$ cat src/rtl/clk_divide_by_n.sv
// clk_divide_by_n: programmable 50%-duty clock divider, N = 2..2^WIDTH-1.
// New divisors are staged and switch in only at a period boundary.
//
// Ports:
//   clk          source clock for all logic
//   rst          asynchronous active-high reset
//   div_val      requested divisor N (0 and 1 are treated as 2)
//   div_load     capture div_val into the pending slot on a clk posedge
//   out_clk      divided clock, clk/N, 50% duty (odd N via negedge flop)
//   out_tick     one-cycle strobe during the first cycle of each period
//   load_pending a captured divisor is waiting for the next wrap
module clk_divide_by_n #(
  parameter int WIDTH   = 8,
  parameter int DEF_DIV = 2
) (
  input  logic             clk,
  input  logic             rst,
  input  logic [WIDTH-1:0] div_val,
  input  logic             div_load,
  output logic             out_clk,
  output logic             out_tick,
  output logic             load_pending
);

  localparam logic [WIDTH-1:0] DEF_W = WIDTH'(DEF_DIV);
  localparam logic [WIDTH-1:0] ONE_W = WIDTH'(1);
  localparam logic [WIDTH-1:0] TWO_W = WIDTH'(2);

  logic [WIDTH-1:0] cnt_q, cnt_d;
  logic [WIDTH-1:0] div_q, div_d;
  logic [WIDTH-1:0] pval_q, pval_d;
  logic             pend_q, pend_d;
  logic             pos_q, pos_d;
  logic             tick_q, tick_d;
  logic             neg_q;

  logic             wrap;
  logic [WIDTH-1:0] load_val;

  assign wrap     = (cnt_q == div_q - ONE_W);
  assign load_val = (div_val < TWO_W) ? TWO_W : div_val;

  always_comb begin
    cnt_d  = cnt_q + ONE_W;
    div_d  = div_q;
    pval_d = pval_q;
    pend_d = pend_q;
    if (wrap) begin
      cnt_d = '0;
      if (pend_q) begin
        div_d  = pval_q;
        pend_d = 1'b0;
      end
    end
    // A load on the wrap edge is staged after the swap above,
    // so it waits for the following wrap.
    if (div_load) begin
      pval_d = load_val;
      pend_d = 1'b1;
    end
    // Posedge flop covers floor(N/2) cycles; for odd N the
    // negedge flop stretches the high phase by half a cycle.
    pos_d  = (cnt_d < (div_d >> 1));
    tick_d = (cnt_d == '0);
  end

  always_ff @(posedge clk or posedge rst) begin
    if (rst) begin
      cnt_q  <= DEF_W - ONE_W;
      div_q  <= DEF_W;
      pval_q <= DEF_W;
      pend_q <= 1'b0;
      pos_q  <= 1'b0;
      tick_q <= 1'b0;
    end else begin
      cnt_q  <= cnt_d;
      div_q  <= div_d;
      pval_q <= pval_d;
      pend_q <= pend_d;
      pos_q  <= pos_d;
      tick_q <= tick_d;
    end
  end

  // Delayed copy of pos_q, only for odd divisors.
  always_ff @(negedge clk or posedge rst) begin
    if (rst) begin
      neg_q <= 1'b0;
    end else begin
      neg_q <= pos_q & div_q[0];
    end
  end

  assign out_clk      = pos_q | neg_q;
  assign out_tick     = tick_q;
  assign load_pending = pend_q;

endmodule

$ cat config.mk
export PLATFORM = sky130hd
export DESIGN_NAME = clk_divide_by_n
export DESIGN_NICKNAME = d
export VERILOG_FILES = /design/src/rtl/clk_divide_by_n.sv
export SDC_FILE = /design/constraint.sdc
export NUM_CORES = 1
export LEC_CHECK = 0
export BUFFER_PORTS_ARGS = -buffer_cell sky130_fd_sc_hd__clkbuf_2
export CAP_MARGIN = 20
export CORE_ASPECT_RATIO = 0.9
export CORE_MARGIN = 1.5
export CORE_UTILIZATION = 50
export CTS_CLUSTER_SIZE = 25
export DETAILED_ROUTE_END_ITERATION = 12
export GPL_TIMING_DRIVEN = 1
export PLACE_DENSITY = 0.74
export REMOVE_ABC_BUFFERS = 1
export SETUP_SLACK_MARGIN = 0.15
export SLEW_MARGIN = 20
export SYNTH_ARGS = -nofsm -noshare
export SYNTH_HDL_FRONTEND = slang
export SYNTH_SLANG_ARGS = --single-unit
$ cat constraint.sdc
create_clock -name clk -period 4.1 [get_ports clk]
set_input_delay 0.82 -clock clk [delete_from_list [all_inputs] [get_ports clk]]
set_output_delay 0.82 -clock clk [all_outputs]
set_load 0.1 [all_outputs]
==> results.cfg, run 1 <==
[sta]
worstMarginPinSlew_ns = 0.539
maxSlewViolCount = 0
fin_tns_setup_ns = 0
skew_ns = 0.00988
finalHoldWorstSlack_ns = 0.559
slew_headroom = 0.642
finalHoldViolCount = 0
rsz0062_at_grt = true
setup_violations = 0

[route]
vias = 1177
drt-wirelength-per-cell_um = 15.9
detail_route.vias_per_cell = 5.77
routed_wl_mm = 3.24
drtPass1Iterations = 4
drc = 0
drt_iter0_markers = 47
ant_nets = 0

[logic_synthesis]
synth_edf_count = 0
synth.avg_cell_area_um2 = 11.0
netlist_area_mm2 = 0.00165
synth_area_leaders = dfrtp_1 36%, mux2_2 6.8%, ha_1 6.1%
yosys.area.top_type = dfrtp_1
synth_ff_type = dfrtp_1
async_flop_share = 1.00
synth_top_area_frac = 0.364
synth-seq-cells = 28
ys_types = 42
ys_warn_count = 0
syn_inst = 150
yosysSeqAreaShare = 0.427

[layout]
ff_latch_area_um2 = 704
nets = 182
multiInputGateArea_um2 = 873
area_delta_synth_final_pct = 7.73
drive_above_1_share = 0.235
diodes = 0
n_fill_cell = 272

[job]
cap_violations = 0

[place]
io_buffers = 13
gp_congestion = 0.912
hpwl_mm = 2.40

[setup_path]
startpoint = neg_q
arrival_ns = 3.14
cp_top_family = flip-flops
critPathCaptureType = output pin
reg2reg_depth = 12
worst_ep_required_time_ns = 3.28
reg2reg_from = div_q[3]
start_kind = flip-flop
crit_type = reg2out
path_max_fanout = 1
critPathMaxStageDelay_ns = 0.35
timing.critical_path.buf_inv = 1
worst-path-stages = 2
cp_slowest_cell = dfrtn_1
cp_cell_sequence = or2_4 -> clkbuf_16

[clock_network]
clock-root-buffer = clkbuf_4
clk_pin_slew_ns = 0.14
cts_tree = done
hold_buffers = 0
clkLatencyLatePin_ns = 0.32
cts_made_buffers = 3
cts.sink_count = 28
htree_levels = 1
post-cts-setup-buffers = 0
cts_buffer_depth = 2
cts_resized = 4

[die]
io_pins = 14
dieWidth_um = 63.6
num_rows = 19
fp.coreArea_mm2 = 0.00309
initial_core_util = 0.534
die_h_um = 57.5
dieArea_mm2 = 0.00366

[hold_path]
min-delay-start = pval_q[4]
hp-class = reg2reg
whs_path_depth = 1

[grt]
grt_max_degree = 28
grt_pass1_wl_mm = 5.31
grtUsageTotal = 0.189
antenna_found_initial = 0
overflow = 0
grt_pass1_vias = 1147

[outcome]
status = finished clean

[pwr]
p_per_area_mw_per_mm2 = 242
ir_drop_mv = 0.234
leakage_nw = 0.795
==> power breakdown <==
group	switching, W	internal (W)	total, W
sequential	0.00000587	0.000285	0.000291
combinational	0.0000124	0.0000118	0.0000242
clock	0.0000781	0.0000381	0.000116
==> routing by layer <==
metal / up-vias / GRT usage / wire [µm]
met5: - / 0 / 0
met4: 0 / 0.0745 / 36
met2: 38 / 0.290 / 1520
li1: 561 / - / -
met3: 4 / 0.0572 / 228
met1: 574 / 0.253 / 1460
==> cells in the final DEF, fill, tap and decap left out, types with 4 or more instances in the layout <==
cell | netlist | final
nand3_1 | 5 | 5
nor2_1 | 10 | 10
o21ai_0 | 4 | 4
ha_1 | 8 | 8
xnor2_1 | 11 | 11
xor2_1 | 7 | 7
and3_1 | 6 | 6
clkbuf_2 | 0 | 12
mux2_2 | 10 | 10
mux2i_1 | 9 | 9
inv_1 | 6 | 6
nor3_1 | 4 | 4
dfrtp_1 | 24 | 24
==> cell type report <==
type | count | share of cell area
Timing Repair Buffer | 15 | 0.0563
Tap cell | 42 | 0.0295
Sequential cell | 28 | 0.396
Clock buffer | 4 | 0.0148
Inverter | 6 | 0.0127
Multi-Input combinational cell | 109 | 0.491
==> worst paths after layout <==
kind | to | slack [ns]
max | out_clk | 0.14
min | pval_q[4] | 0.56
max reg2reg | pos_q | 0.74
min reg2reg | pval_q[4] | 0.56
max in group asynchronous | neg_q | 1.66
min in group asynchronous | cnt_q[7] | 0.62
==> worst reg2reg max path: cells and delay by family (launching register included) <==
| family | cells | cell delay (ns) |
|---|---|---|
| compound gates | 2 | 0.28 |
| xor+xnor | 1 | 0.16 |
| fa+ha+maj | 1 | 0.26 |
| buf+inv | 1 | 0.26 |
| flops | 1 | 0.49 |
| mux | 2 | 0.36 |
| simple gates | 5 | 1.47 |
==> Yosys cell counts, drive strengths merged (4+ instances only) <==
master / number
o21ai: 4
nor2: 11
inv: 6
buf: 5
dfrtp: 24
xor2: 7
ha: 8
nand3: 5
mux2: 13
nor3: 4
mux2i: 9
xnor2: 11
and3: 7
==> flip-flops by register name, indices dropped and copies added (netlist names) <==
signal,count
cnt_q,8
div_q,8
out_tick,1
pval_q,8
pos_q,1
neg_q,1
load_pending,1
==> stage by stage <==
step	power (W)	setup slack (ns)	std cells	util	instance area, µm²
3_5_place_dp	0.000321	0.294	200	0.560	1730
4_1_cts	0.000439	0.129	204	0.576	1780
3_3_place_gp	0.000319	0.303	200	0.560	1730
6_report	0.000431	0.141	204	0.576	1780
2_1_floorplan	0.000308	0.438	143	-	1600
5_1_grt	0.000450	0.104	204	0.576	1780
==> cells by family (layout without fill, tap and decap cells) <==
| logic type | after synthesis | count (layout) | synth area share |
|---|---|---|---|
| compound gates | 18 | 18 | 0.0735 |
| xor+xnor | 18 | 18 | 0.0955 |
| fa+ha+maj | 8 | 8 | 0.0606 |
| buf+inv | 13 | 25 | 0.0462 |
| flops | 28 | 28 | 0.427 |
| mux | 22 | 22 | 0.150 |
| simple gates | 43 | 43 | 0.148 |
Power figures use the tool's default switching activity.
==> run 2: changes to the inputs <==
--- a/config.mk
+++ b/config.mk
@@ -7,7 +7,7 @@
 export LEC_CHECK = 0
 export BUFFER_PORTS_ARGS = -buffer_cell sky130_fd_sc_hd__clkbuf_2
 export CAP_MARGIN = 20
-export CORE_ASPECT_RATIO = 0.9
+export CORE_ASPECT_RATIO = 0.8
 export CORE_MARGIN = 1.5
 export CORE_UTILIZATION = 50
 export CTS_CLUSTER_SIZE = 25
==> run 2 against run 1 <==
Non-clock buffer count did not move; global-route usage up 2.2 points; critical path type unchanged; sequential power is essentially flat; critical endpoint unchanged; total power grew 14%.
==> results.cfg, run 2 (synthesis gave the netlist of run 1 again) <==
[route]
drc = 0
drt-wirelength-per-cell_um = 17.2
ant_nets = 0
drtPass1Iterations = 4
drt_iter0_markers = 77
detail_route.vias_per_cell = 5.82
vias = 1176
routed_wl_mm = 3.48

[clock_network]
cts.sink_count = 28
htree_levels = 1
post-cts-setup-buffers = 0
cts_tree = done
clk_pin_slew_ns = 0.09
hold_buffers = 0
cts_made_buffers = 3
clock-root-buffer = clkbuf_8
clkLatencyLatePin_ns = 0.28
cts_buffer_depth = 2

[setup_path]
r2r_setup_slack_ns = 0.70
critPathCaptureType = output pin
reg2reg_depth = 11
path_max_fanout = 1
worstReg2RegEnd = pos_q
arrival_ns = 3.10
worst_ep_required_time_ns = 3.28
crit_type = reg2out
reg2reg_from = div_q[3]
start_kind = flip-flop

[sta]
maxSlewViolCount = 0
slew_headroom = 0.623
setup_slack_ns = 0.182
fin_tns_setup_ns = 0
setup_violations = 0
worstMarginPinSlew_ns = 0.558
skew_ns = 0.0125
finalHoldViolCount = 0
rsz0062_at_grt = true

[place]
gp_congestion = 0.892
io_buffers = 13
post-place-ws_ns = 0.284
hpwl_mm = 2.66
dp.cells = 198

[pwr]
leakage_nw = 0.809
p_per_area_mw_per_mm2 = 272
ir_drop_mv = 0.230
power_w = 0.000491

[die]
dieArea_mm2 = 0.00366
io_pins = 14
initial_core_util = 0.531
die_h_um = 54.4
dieWidth_um = 67.3
num_rows = 18
fp.coreArea_mm2 = 0.00311

[grt]
antenna_found_initial = 0
top_usage_layer = met2
grtUsageMet1 = 0.291
grt_max_degree = 28
grtUsageMet2 = 0.330
overflow = 0
grtUsageTotal = 0.212
use_met3 = 0.0453
grt_pass1_vias = 1154
grt_pass1_wl_mm = 5.52

[layout]
drive_above_1_share = 0.241
nets = 182
diodes = 0
reg.largest.list = cnt_q x8, div_q x8, pval_q x8
layout_commonest_cell = dfrtp_1
fin_util = 0.581
stdcell_count = 202
n_fill_cell = 258
area_delta_synth_final_pct = 9.32
final_cell_mix = 24 x dfrtp_1, 12 x clkbuf_2, 11 x xnor2_1

[outcome]
status = finished clean

[hold_path]
hp-class = reg2reg
whs_endpoint = div_q[6]
min-delay-start = pval_q[6]
whs_path_depth = 1

[job]
cap_violations = 0
## run 2: cell counts in the layout (fill, tap and decap cells not counted)
Identical to the previous run, type by type.
## run 2: stage by stage
step | area, µm² | hold WS [ns]
2_1_floorplan | 1600 | 0.493
3_3_place_gp | 1730 | 0.513
5_1_grt | 1810 | 0.584
6_report | 1810 | 0.558
3_5_place_dp | 1730 | 0.532
4_1_cts | 1810 | 0.562
## run 2: critical path: stages (launching register included)
cell	delay (ns)
dfrtn_1	0.33
or2_4	0.23
clkbuf_16	0.19
## run 2: power by group
| group | total [W] | switching, W | leakage (nW) | internal, W |
|---|---|---|---|---|
| registers | 0.000291 | 0.00000676 | 0.350 | 0.000285 |
| clock network | 0.000175 | 0.0000886 | 0.0288 | 0.0000862 |
| logic | 0.0000249 | 0.0000131 | 0.430 | 0.0000118 |
| total | 0.000491 | 0.000108 | 0.809 | 0.000383 |
## run 2: worst max path at each step
stage | start | end | slack (ns) | cells past startpoint
6_report | neg_q | out_clk | 0.18 | 2
5_1_grt | neg_q | out_clk | 0.14 | 2
3_3_place_gp | neg_q | out_clk | 0.30 | 2
4_1_cts | neg_q | out_clk | 0.17 | 2
3_5_place_dp | neg_q | out_clk | 0.28 | 2
2_1_floorplan | neg_q | out_clk | 0.44 | 1
## run 2: metal layers
layer	vias up	share of wire
li1	554	-
met1	581	0.45
met2	34	0.49
met3	7	0.042
met4	0	0.016
met5	-	0
## run 2: what timing repair did
action | 4_1_cts | 5_1_grt
pin swaps | 0 | 0
gates resized for setup | 4 | 0
endpoints found under the setup margin | 1 | 1
## run 2: final cells by class
class                      instances  area (µm²)  area share
clock buffer                       4        55.1      0.0305
timing repair buffer              15         100      0.0554
multi-input combinational        109         873       0.484
tap                               40        50.0      0.0277
sequential                        28         704       0.390
inverter                           6        22.5      0.0125
